## config.mk

```make
export PLATFORM = sky130hd
export DESIGN_NAME = conv_accum
export DESIGN_NICKNAME = d
export VERILOG_FILES = /design/src/rtl/functions_pkg.sv /design/src/rtl/conv_pkg.sv /design/src/rtl/conv_dot.sv /design/src/rtl/conv_accum.sv
export SDC_FILE = /design/constraint.sdc
export NUM_CORES = 1
export LEC_CHECK = 0
export CAP_MARGIN = 20
export CORE_MARGIN = 4
export CORE_UTILIZATION = 65
export DETAILED_ROUTE_END_ITERATION = 8
export HOLD_SLACK_MARGIN = 0.02
export PLACE_DENSITY = 0.86
export SYNTH_ARGS = -nofsm -noshare
export SYNTH_HDL_FRONTEND = slang
export SYNTH_SLANG_ARGS = --single-unit
```

## constraint.sdc

```tcl
create_clock -name clk -period 26.8 [get_ports clk]
set_input_delay 2.68 -clock clk [delete_from_list [all_inputs] [get_ports clk]]
set_output_delay 2.68 -clock clk [all_outputs]
set_load 0.01 [all_outputs]
```

## src/rtl/functions_pkg.sv

```systemverilog
// Shared elaboration-time helpers used across the datapath blocks.
package functions_pkg;

  function automatic int clog2(input int n);
    int r;
    r = 0;
    for (int i = 0; i < 31; i++) begin
      if ((1 << i) < n) r = i + 1;
    end
    return r;
  endfunction

endpackage

```

## src/rtl/conv_pkg.sv

```systemverilog
// Sizing helpers and output rounding/saturation shared by conv_accum and conv_dot.
package conv_pkg;
  import functions_pkg::*;

  function automatic int sum_stage_num(input int kern_size);
    return clog2(kern_size);
  endfunction

  // One guard bit on top of the worst-case growth covers the bias term.
  function automatic int acc_width(input int din_w, input int kern_w,
                                   input int kern_size, input int ch_num);
    return din_w + kern_w + clog2(kern_size * ch_num) + 1;
  endfunction

  function automatic int tree_nodes(input int kern_size, input int level);
    return (kern_size + (1 << level) - 1) >> level;
  endfunction

  function automatic logic signed [63:0] round_shift(input logic signed [63:0] v,
                                                     input int shift);
    if (shift <= 0) return v;
    return (v + (64'sd1 <<< (shift - 1))) >>> shift;
  endfunction

  function automatic logic signed [63:0] saturate(input logic signed [63:0] v,
                                                  input int w);
    logic signed [63:0] hi;
    logic signed [63:0] lo;
    hi = (64'sd1 <<< (w - 1)) - 64'sd1;
    lo = -(64'sd1 <<< (w - 1));
    if (v > hi) return hi;
    if (v < lo) return lo;
    return v;
  endfunction

endpackage

```

## src/rtl/conv_dot.sv

```systemverilog
// Full-precision dot product of one beat: registered multiplies feeding a
// registered pairwise adder tree, with a sideband tag carried in lockstep.
module conv_dot
  import conv_pkg::*;
#(
  parameter int KERN_WIDTH = 16,
  parameter int DIN_WIDTH  = 8,
  parameter int KERN_SIZE  = 3,
  parameter int TAG_W      = 1
) (
  input  logic                                clk,
  input  logic                                reset_n,
  input  logic                                en,
  input  logic                                in_vld,
  input  logic [KERN_SIZE-1:0][DIN_WIDTH-1:0]  din,
  input  logic [KERN_SIZE-1:0][KERN_WIDTH-1:0] kernel,
  input  logic [TAG_W-1:0]                     tag,
  output logic                                out_vld,
  output logic signed [DIN_WIDTH+KERN_WIDTH+sum_stage_num(KERN_SIZE)-1:0] sum,
  output logic [TAG_W-1:0]                     out_tag
);

  localparam int STAGES = sum_stage_num(KERN_SIZE);
  localparam int PROD_W = DIN_WIDTH + KERN_WIDTH;
  localparam int SUM_W  = PROD_W + STAGES;

  logic signed [PROD_W-1:0] prod [KERN_SIZE];
  logic [STAGES:0]          vld_p;
  logic [TAG_W-1:0]         tag_p [STAGES+1];

  always_comb begin
    for (int i = 0; i < KERN_SIZE; i++) begin
      prod[i] = PROD_W'($signed(din[i])) * PROD_W'($signed(kernel[i]));
    end
  end

  always_ff @(posedge clk or negedge reset_n) begin
    if (!reset_n) begin
      vld_p <= '0;
    end else if (en) begin
      vld_p[0] <= in_vld;
      for (int i = 1; i <= STAGES; i++) vld_p[i] <= vld_p[i-1];
    end
  end

  always_ff @(posedge clk) begin
    if (en) begin
      tag_p[0] <= tag;
      for (int i = 1; i <= STAGES; i++) tag_p[i] <= tag_p[i-1];
    end
  end

  // Level 0 holds the products; each later level halves the operand count.
  for (genvar l = 0; l <= STAGES; l++) begin : g_lvl
    localparam int CNT = tree_nodes(KERN_SIZE, l);
    logic signed [SUM_W-1:0] node [CNT];
    if (l == 0) begin : g_mult
      always_ff @(posedge clk) begin
        if (en) for (int i = 0; i < CNT; i++) node[i] <= SUM_W'(prod[i]);
      end
    end else begin : g_add
      localparam int PREV = tree_nodes(KERN_SIZE, l - 1);
      always_ff @(posedge clk) begin
        if (en) begin
          for (int i = 0; i < CNT; i++) begin
            if (2 * i + 1 < PREV)
              node[i] <= g_lvl[l-1].node[2*i] +
                         g_lvl[l-1].node[(2*i+1 < PREV) ? 2*i+1 : 0];
            else
              node[i] <= g_lvl[l-1].node[2*i];
          end
        end
      end
    end
  end

  assign sum     = g_lvl[STAGES].node[0];
  assign out_vld = vld_p[STAGES];
  assign out_tag = tag_p[STAGES];

endmodule

```

## src/rtl/conv_accum.sv

```systemverilog
// Multi-channel convolution accumulator: dot product per beat, per-group
// accumulation with bias, then round, saturate and optional relu.
module conv_accum
  import conv_pkg::*, functions_pkg::*;
#(
  parameter int KERN_WIDTH = 16,
  parameter int DIN_WIDTH  = 8,
  parameter int DOUT_WIDTH = 8,
  parameter int KERN_SIZE  = 3,
  parameter int CH_NUM     = 4,
  parameter int OUT_SHIFT  = 8
) (
  input  logic                                clk,
  input  logic                                reset_n,
  input  logic                                din_vld,
  output logic                                din_rdy,
  input  logic [KERN_SIZE-1:0][DIN_WIDTH-1:0]  din,
  input  logic [KERN_SIZE-1:0][KERN_WIDTH-1:0] kernel,
  input  logic signed [KERN_WIDTH-1:0]         bias,
  input  logic                                relu_en,
  output logic                                dout_vld,
  input  logic                                dout_rdy,
  output logic signed [DOUT_WIDTH-1:0]         dout
);

  localparam int SUM_STAGE_NUM = sum_stage_num(KERN_SIZE);
  localparam int ACC_WIDTH     = acc_width(DIN_WIDTH, KERN_WIDTH, KERN_SIZE, CH_NUM);
  localparam int SUM_W         = DIN_WIDTH + KERN_WIDTH + SUM_STAGE_NUM;
  localparam int CNT_W         = (CH_NUM > 1) ? clog2(CH_NUM) : 1;
  localparam int TAG_W         = KERN_WIDTH + 3;

  logic                         stall;
  logic                         en;
  logic                         accept;
  logic [CNT_W-1:0]             ch;
  logic                         first;
  logic                         last;
  logic                         dot_vld;
  logic signed [SUM_W-1:0]      dot_sum;
  logic [TAG_W-1:0]             dot_tag;
  logic signed [ACC_WIDTH-1:0]  acc_p0;
  logic                         vld_p0;
  logic                         relu_p0;
  logic signed [ACC_WIDTH:0]    rnd_p1;
  logic                         vld_p1;
  logic                         relu_p1;
  logic signed [DOUT_WIDTH-1:0] res;

  assign stall   = dout_vld & ~dout_rdy;
  assign en      = ~stall;
  assign din_rdy = en;
  assign accept  = din_vld & din_rdy;
  assign first   = (ch == '0);
  assign last    = (ch == CNT_W'(CH_NUM - 1));

  always_ff @(posedge clk or negedge reset_n) begin
    if (!reset_n)    ch <= '0;
    else if (accept) ch <= last ? '0 : ch + CNT_W'(1);
  end

  conv_dot #(
    .KERN_WIDTH (KERN_WIDTH),
    .DIN_WIDTH  (DIN_WIDTH),
    .KERN_SIZE  (KERN_SIZE),
    .TAG_W      (TAG_W)
  ) u_dot (
    .clk     (clk),
    .reset_n (reset_n),
    .en      (en),
    .in_vld  (accept),
    .din     (din),
    .kernel  (kernel),
    .tag     ({first, last, relu_en, bias}),
    .out_vld (dot_vld),
    .sum     (dot_sum),
    .out_tag (dot_tag)
  );

  always_comb begin
    res = DOUT_WIDTH'(saturate(64'(rnd_p1), DOUT_WIDTH));
    if (relu_p1 && res < 0) res = '0;
  end

  // p0: accumulate; p1: round and shift; output register: saturate and relu.
  always_ff @(posedge clk or negedge reset_n) begin
    if (!reset_n) begin
      acc_p0   <= '0;
      vld_p0   <= 1'b0;
      vld_p1   <= 1'b0;
      dout_vld <= 1'b0;
      dout     <= '0;
    end else if (en) begin
      if (dot_vld) begin
        if (dot_tag[TAG_W-1])
          acc_p0 <= ACC_WIDTH'($signed(dot_tag[KERN_WIDTH-1:0])) + ACC_WIDTH'(dot_sum);
        else
          acc_p0 <= acc_p0 + ACC_WIDTH'(dot_sum);
      end
      vld_p0   <= dot_vld & dot_tag[TAG_W-2];
      vld_p1   <= vld_p0;
      dout_vld <= vld_p1;
      if (vld_p1) dout <= res;
    end
  end

  always_ff @(posedge clk) begin
    if (en) begin
      if (dot_vld) relu_p0 <= dot_tag[TAG_W-3];
      rnd_p1  <= (ACC_WIDTH+1)'(round_shift(64'(acc_p0), OUT_SHIFT));
      relu_p1 <= relu_p0;
    end
  end

endmodule

```

=== After elaboration in Yosys (flattened, before gate mapping) ===
Memories as Yosys holds them, arrays and structs flattened.
Index checks and enable logic that the tools add are counted.

* Register bits after elaboration: 69
* RAM bits: 213
* Output and inout bits: 10
* Logic and storage cells: 47
* Memories: 4

* Add/subtract/negate cells: 6
* $mul: 3
* Magnitude comparators: 3
* Eq/ne operators: 1
* Mux-type cells: 11
* Bitwise gates (word level): 5
* Reduce and logical (&&, ||, !) cells: 4

{| class="wikitable"
|+ Memories
! name !! words !! bits a word !! rd ports !! clocked after Yosys merged registers in !! write ports !! line !! RTL
|-
| u_dot.g_lvl[0].node || 3 || 26 || 3 || 0 || 3 || conv_dot.sv:56 || <nowiki>logic signed [SUM_W-1:0] node [CNT];</nowiki>
|-
| u_dot.tag_p || 3 || 19 || 3 || 0 || 3 || conv_dot.sv:29 || <nowiki>logic [TAG_W-1:0] tag_p [STAGES+1];</nowiki>
|-
| u_dot.g_lvl[1].node || 2 || 26 || 2 || 0 || 2 || conv_dot.sv:56 ||
|-
| u_dot.g_lvl[2].node || 1 || 26 || 1 || 0 || 1 || conv_dot.sv:56 ||
|}

{| class="wikitable"
|+ Operator list
! kind !! number
|-
| multiplier 8 x 16 -> 24 bit || 3
|-
| adder 26 bit || 2
|-
| two-way mux 8 bit || 5
|-
| adder 29 x 9 -> 30 bit (second input constant) || 1
|-
| adder 29 x 26 -> 29 bit || 1
|-
| two-way mux 29 bit || 1
|-
| adder 16 x 26 -> 27 bit || 1
|-
| greater-than comparator 22 x 8 -> 1 bit (second input constant) || 1
|-
| less-than comparator 22 x 8 -> 1 bit (second input constant) || 1
|-
| less-than comparator 8 x 1 -> 1 bit (second input constant) || 1
|-
| two-way mux 1 bit || 4
|-
| AND reduction 2 bit || 2
|-
| AND 1 bit || 3
|-
| adder 2 x 1 -> 2 bit (second input constant) || 1
|-
| equality test 2 bit (second input constant) || 1
|-
| zero test 2 bit || 1
|-
| two-way mux 2 bit || 1
|-
| NOT 1 bit || 2
|-
| logical AND 1 bit || 1
|}

=== Longest topological paths before layout ===
* Word-level depth: 8
* Gate-level depth with buffers: 20

=== Cells and area by module ===
From an unflattened synthesis, not the netlist that was laid out.

* Cell total of the unflattened synthesis: 2,878
* Area total of the unflattened synthesis: 28,549.9 µm²

{| class="wikitable"
|+ By module, submodules not included
! module !! times used !! cells an instance !! area an instance (µm²) !! seq. area each (µm²)
|-
| conv_dot || 1 || 2,191 || 22,745.6 || 6,231.0
|-
| conv_accum || 1 || 687 || 5,804.3 || 1,771.7
|}

=== Worst setup path after synthesis ===
Ideal clock, no wire load.

* Kind: input -> output
* Start point: input dout_rdy
* End point: output din_rdy
* Data arrival time: 9.245 ns
* Data required time: 24.120 ns
* Setup slack: 14.875 ns
* Stages on the path: 2
* Path buffers: 1
* Path through: nand2b_1 -> clkbuf_1

* Word-level cells in the longest chain between the ends: 3

{| class="wikitable"
|+ RTL lines
! what !! line !! RTL
|-
| from (decl) || conv_accum.sv:22 || <nowiki>input logic dout_rdy,</nowiki>
|-
| NOT 1 bit || conv_accum.sv:49 || <nowiki>assign stall = dout_vld & ~dout_rdy;</nowiki>
|-
| AND 1 bit || conv_accum.sv:49 ||
|-
| NOT 1 bit (no source line) || n/a ||
|-
| to (decl) || conv_accum.sv:16 || <nowiki>output logic din_rdy,</nowiki>
|}

Every way passes these cells.

==> impl_metrics.py <==
metrics = {
    "pwr": {
        "clock_power_share_pct": 9.6,
        "swShare_pct": 45.1,
        "internal-power_w": 0.00211,
        "vdd_drop_max_v": 0.0000666,
        "power_frac_comb_pct": 66.0,
        "power.leakage_nw": 13.7,
        "power_density_nw_per_um2": 127,
        "switchingPower_w": 0.00173,
        "seq_power_share_pct": 24.4,
    },
    "synthesis": {
        "syn-cell-area_um2": 27800,
        "synth_edf_count": 229,
        "synth_fp_nets": 3406,
        "avgSynthCellArea_um2": 10.1,
        "muxShareOfSynthArea_pct": 0.527,
        "yosys_warnings": 0,
        "yosysSeqAreaShare_pct": 28.8,
        "synth_compound_area_share_pct": 9.96,
        "ys_types": 72,
        "synth_ff_type": "edfxtp_1",
        "synth_fa_ha_area_share_pct": 33.4,
        "async_reset_ff_share_pct": 16.4,
        "synth_xor_area_share_pct": 5.01,
        "synth-seq-cells": 274,
        "synth_simple_gate_area_share_pct": 15.5,
        "synth_cells": 2759,
        "synth_top_family_by_area": "adder cells",
    },
    "clock_tree": {
        "cts_root_buf": "clkbuf_16",
        "cts.hold.buffers_added": 0,
        "cts.clk_slew.worst_paths_ps": 60,
        "clock_latency_ps": 560,
        "tritoncts": "done",
        "clockBufferDepth": 3,
        "ctsResizeCount": 0,
        "postCtsSetupRepairBufs": 0,
        "cts.sinks": 274,
        "numCtsBuffers": 26,
        "htreeDepth": 1,
    },
    "setup_path": {
        "crit_slowest_cell": "fa_1",
        "required_ps": 27090,
        "critPathMaxFanout": 13,
        "startpoint": "din[23]",
        "crit_type": "primary input to flop",
        "reg2regPathDepth": 12,
        "setup.worst_path.end": "u_dot.g_lvl[0].node[0][76]",
        "r2r_end": "acc_p0[24]",
        "cp.depth": 19,
        "cp_common_cell": "fa_1",
        "cpPeakStageDelay_ps": 560,
        "startpoint_type": "primary input",
        "reg2reg_slack_ps": 23260,
        "cp_top_family": "adder cells",
        "cp_cell_sequence": "clkdlybuf4s50_1, inv_1, nor2_1, fa_1, fa_1, fa_1, inv_1, fa_1, inv_1, ha_1, a21o_1, a21oi_1, nor2_1, a21o_1, a311oi_1, nor3_1, or3_1, a21oi_1, xnor2_1",
        "cp.arrival_ps": 8250,
        "rr_startpoint": "u_dot.g_lvl[2].node[0][0]",
        "end_kind": "flop",
        "cp_num_buf_inv": 4,
    },
    "layout": {
        "fin_nets": 3502,
        "drive_gt1_share_pct": 2.61,
        "n_antenna_cell": 0,
        "fill_cells": 2937,
        "mostFrequentLayoutCells": "464 x inv_1, 313 x fa_1, 267 x and2_1",
        "multiInputGateArea_um2": 17900,
        "stdcell_count": 3414,
        "final-seq-area_um2": 8000,
        "final_common_cell": "inv_1",
        "syn_to_final_growth_pct": 8.96,
    },
    "worst_hold_path": {
        "hp-class": "flop to flop",
        "min_path_cells": 0,
    },
    "floorplanning": {
        "rows": 75,
        "die_h_um": 215,
        "ios": 103,
        "die_w_um": 215,
        "dieArea_um2": 46100,
        "coreArea_um2": 42100,
        "initial_core_util_pct": 66.0,
    },
    "sta": {
        "setup-tns-final_ps": 0,
        "setup_violations": 0,
        "fmaxAchievable_mhz": 126,
        "slew-limit-headroom_pct": 42.1,
        "tightest_slew_ps": 847,
        "final.period_utilization_pct": 29.7,
        "drv_slew": 0,
        "finalHoldViolCount": 0,
        "rsz0062_at_grt": "false",
        "fin_crit_ps": 7960,
        "finClkSkew_ps": 34.8,
    },
    "route": {
        "wl_per_cell_um": 16.8,
        "routed_wl_mm": 57.3,
        "routed_via_density": 5.76,
        "drt_iter0_drc": 1151,
        "drc": 0,
        "firstDrtPassIters": 8,
        "ant_nets": 0,
        "vias": 19700,
    },
    "flow_run": {
        "cap_violations": 0,
    },
    "global_routing": {
        "busiest_layer": "met2",
        "grtUsageMet3_pct": 2.08,
        "grt_pass1_wl_mm": 97.3,
        "track_usage_pct": 25.1,
        "grt_overflow": 0,
        "grt.met1_usage_pct": 31.7,
        "grt_pass1_vias": 20600,
        "grt_use_met2_pct": 45.8,
        "grt_max_degree": 93,
        "antenna_found_initial": 2,
    },
    "placed_design": {
        "io_buffers": 102,
        "gp_congestion": 0.927,
        "hpwl_mm": 46.0,
        "placedCellCount": 3364,
    },
    "status": {
        "status": "finished, final reports clean",
    },
}
==> per-layer routing <==
layer | up-vias | share of wire, %
li1 | 9322 | -
met1 | 9714 | 40
met4 | 0 | 3.4
met2 | 524 | 52
met5 | - | 0
met3 | 110 | 4.4
==> Yosys cell counts (4+ instances only) <==
library cell / n / area (um^2)
nand2_1: 179 / 672
and3_1: 21 / 131
nor4_1: 9 / 56.3
nor3_1: 37 / 185
edfxtp_1: 229 / 6880
o21a_1: 25 / 188
dfrtp_1: 45 / 1130
and2_1: 267 / 1670
o21ai_1: 6 / 30.0
fa_1: 313 / 6270
nand3b_1: 6 / 45.0
xor2_1: 44 / 385
or2_2: 4 / 25.0
or4_1: 4 / 30.0
nor2_1: 147 / 552
a22oi_1: 6 / 45.0
o21ai_0: 99 / 495
ha_1: 241 / 3020
mux2i_1: 9 / 90.1
a211oi_1: 21 / 158
a21oi_1: 112 / 561
nand3_1: 36 / 180
o2111ai_1: 4 / 35.0
o211ai_1: 10 / 75.1
inv_1: 464 / 1740
o31ai_1: 7 / 52.6
xnor2_1: 115 / 1010
clkbuf_1: 39 / 146
nor3b_1: 6 / 45.0
o21bai_1: 19 / 143
nor2b_1: 27 / 169
nand2b_1: 37 / 231
a21o_1: 45 / 338
or3_1: 15 / 93.8
o311ai_0: 4 / 35.0
a31oi_1: 15 / 93.8
a21boi_0: 7 / 52.6
a211o_1: 5 / 43.8
nand4_1: 19 / 119
a311oi_1: 4 / 35.0
mux2_2: 5 / 56.3
==> worst min path at each step <==
stage	startpoint	endpoint	slack (ps)
floorplan	u_dot.tag_p[0][54]	relu_p0	400
global placement	u_dot.tag_p[0][12]	u_dot.tag_p[0][31]	400
detailed placement	u_dot.tag_p[0][16]	u_dot.tag_p[0][35]	400
CTS	u_dot.tag_p[0][1]	u_dot.tag_p[0][20]	420
global route	u_dot.tag_p[0][35]	u_dot.tag_p[0][54]	430
finish	u_dot.tag_p[0][30]	u_dot.tag_p[0][49]	410
==> flip-flops by register name (all words and copies together) (netlist names) <==
register	cells
u_dot.g_lvl.node	148
u_dot.tag_p	57
acc_p0	29
rnd_p1	22
dout	8
u_dot.vld_p	3
ch	2
dout_vld	1
relu_p0	1
relu_p1	1
vld_p0	1
vld_p1	1
==> metrics by stage <==
stage / util, % / hold WS (ps) / setup WS, ps / total power, W / instance area, um^2
after floorplan: - / 400 / 14870 / 0.00287 / 27800
after global placement: 69.7 / 402 / 18520 / 0.00330 / 29400
after detailed placement: 69.7 / 405 / 18340 / 0.00343 / 29400
after CTS: 71.7 / 420 / 18920 / 0.00383 / 30200
after global routing: 71.9 / 426 / 18630 / 0.00420 / 30300
final: 71.9 / 414 / 18840 / 0.00384 / 30300
==> cell type report <==
cell class	count	area share [%]
Clock buffer	29	2.19
Multi-Input combinational cell	1979	59.1
Timing Repair Buffer	110	3.66
Sequential cell	274	26.4
Tap cell	539	2.23
Clock inverter	19	0.645
Inverter	464	5.75
==> logic make-up after synthesis <==
logic type               after synthesis
XOR/XNOR                             159
AND/OR/NAND/NOR                      823
adder cells (fa/ha/maj)              554
flip-flops                           274
AO/OA/AOI/OAI                        429
buffers and inverters                506
multiplexers                          14
==> power groups by stage <==
stage | registers [W] | clock network [W] | logic (W)
finish | 0.000936 | 0.000370 | 0.00254
global route | 0.000951 | 0.000396 | 0.00285
CTS | 0.000936 | 0.000377 | 0.00252
detailed placement | 0.000941 | 0 | 0.00249
global placement | 0.000934 | 0 | 0.00237
floorplan | 0.000895 | 0 | 0.00198
Note: power is estimated with default switching activity, not from simulation.
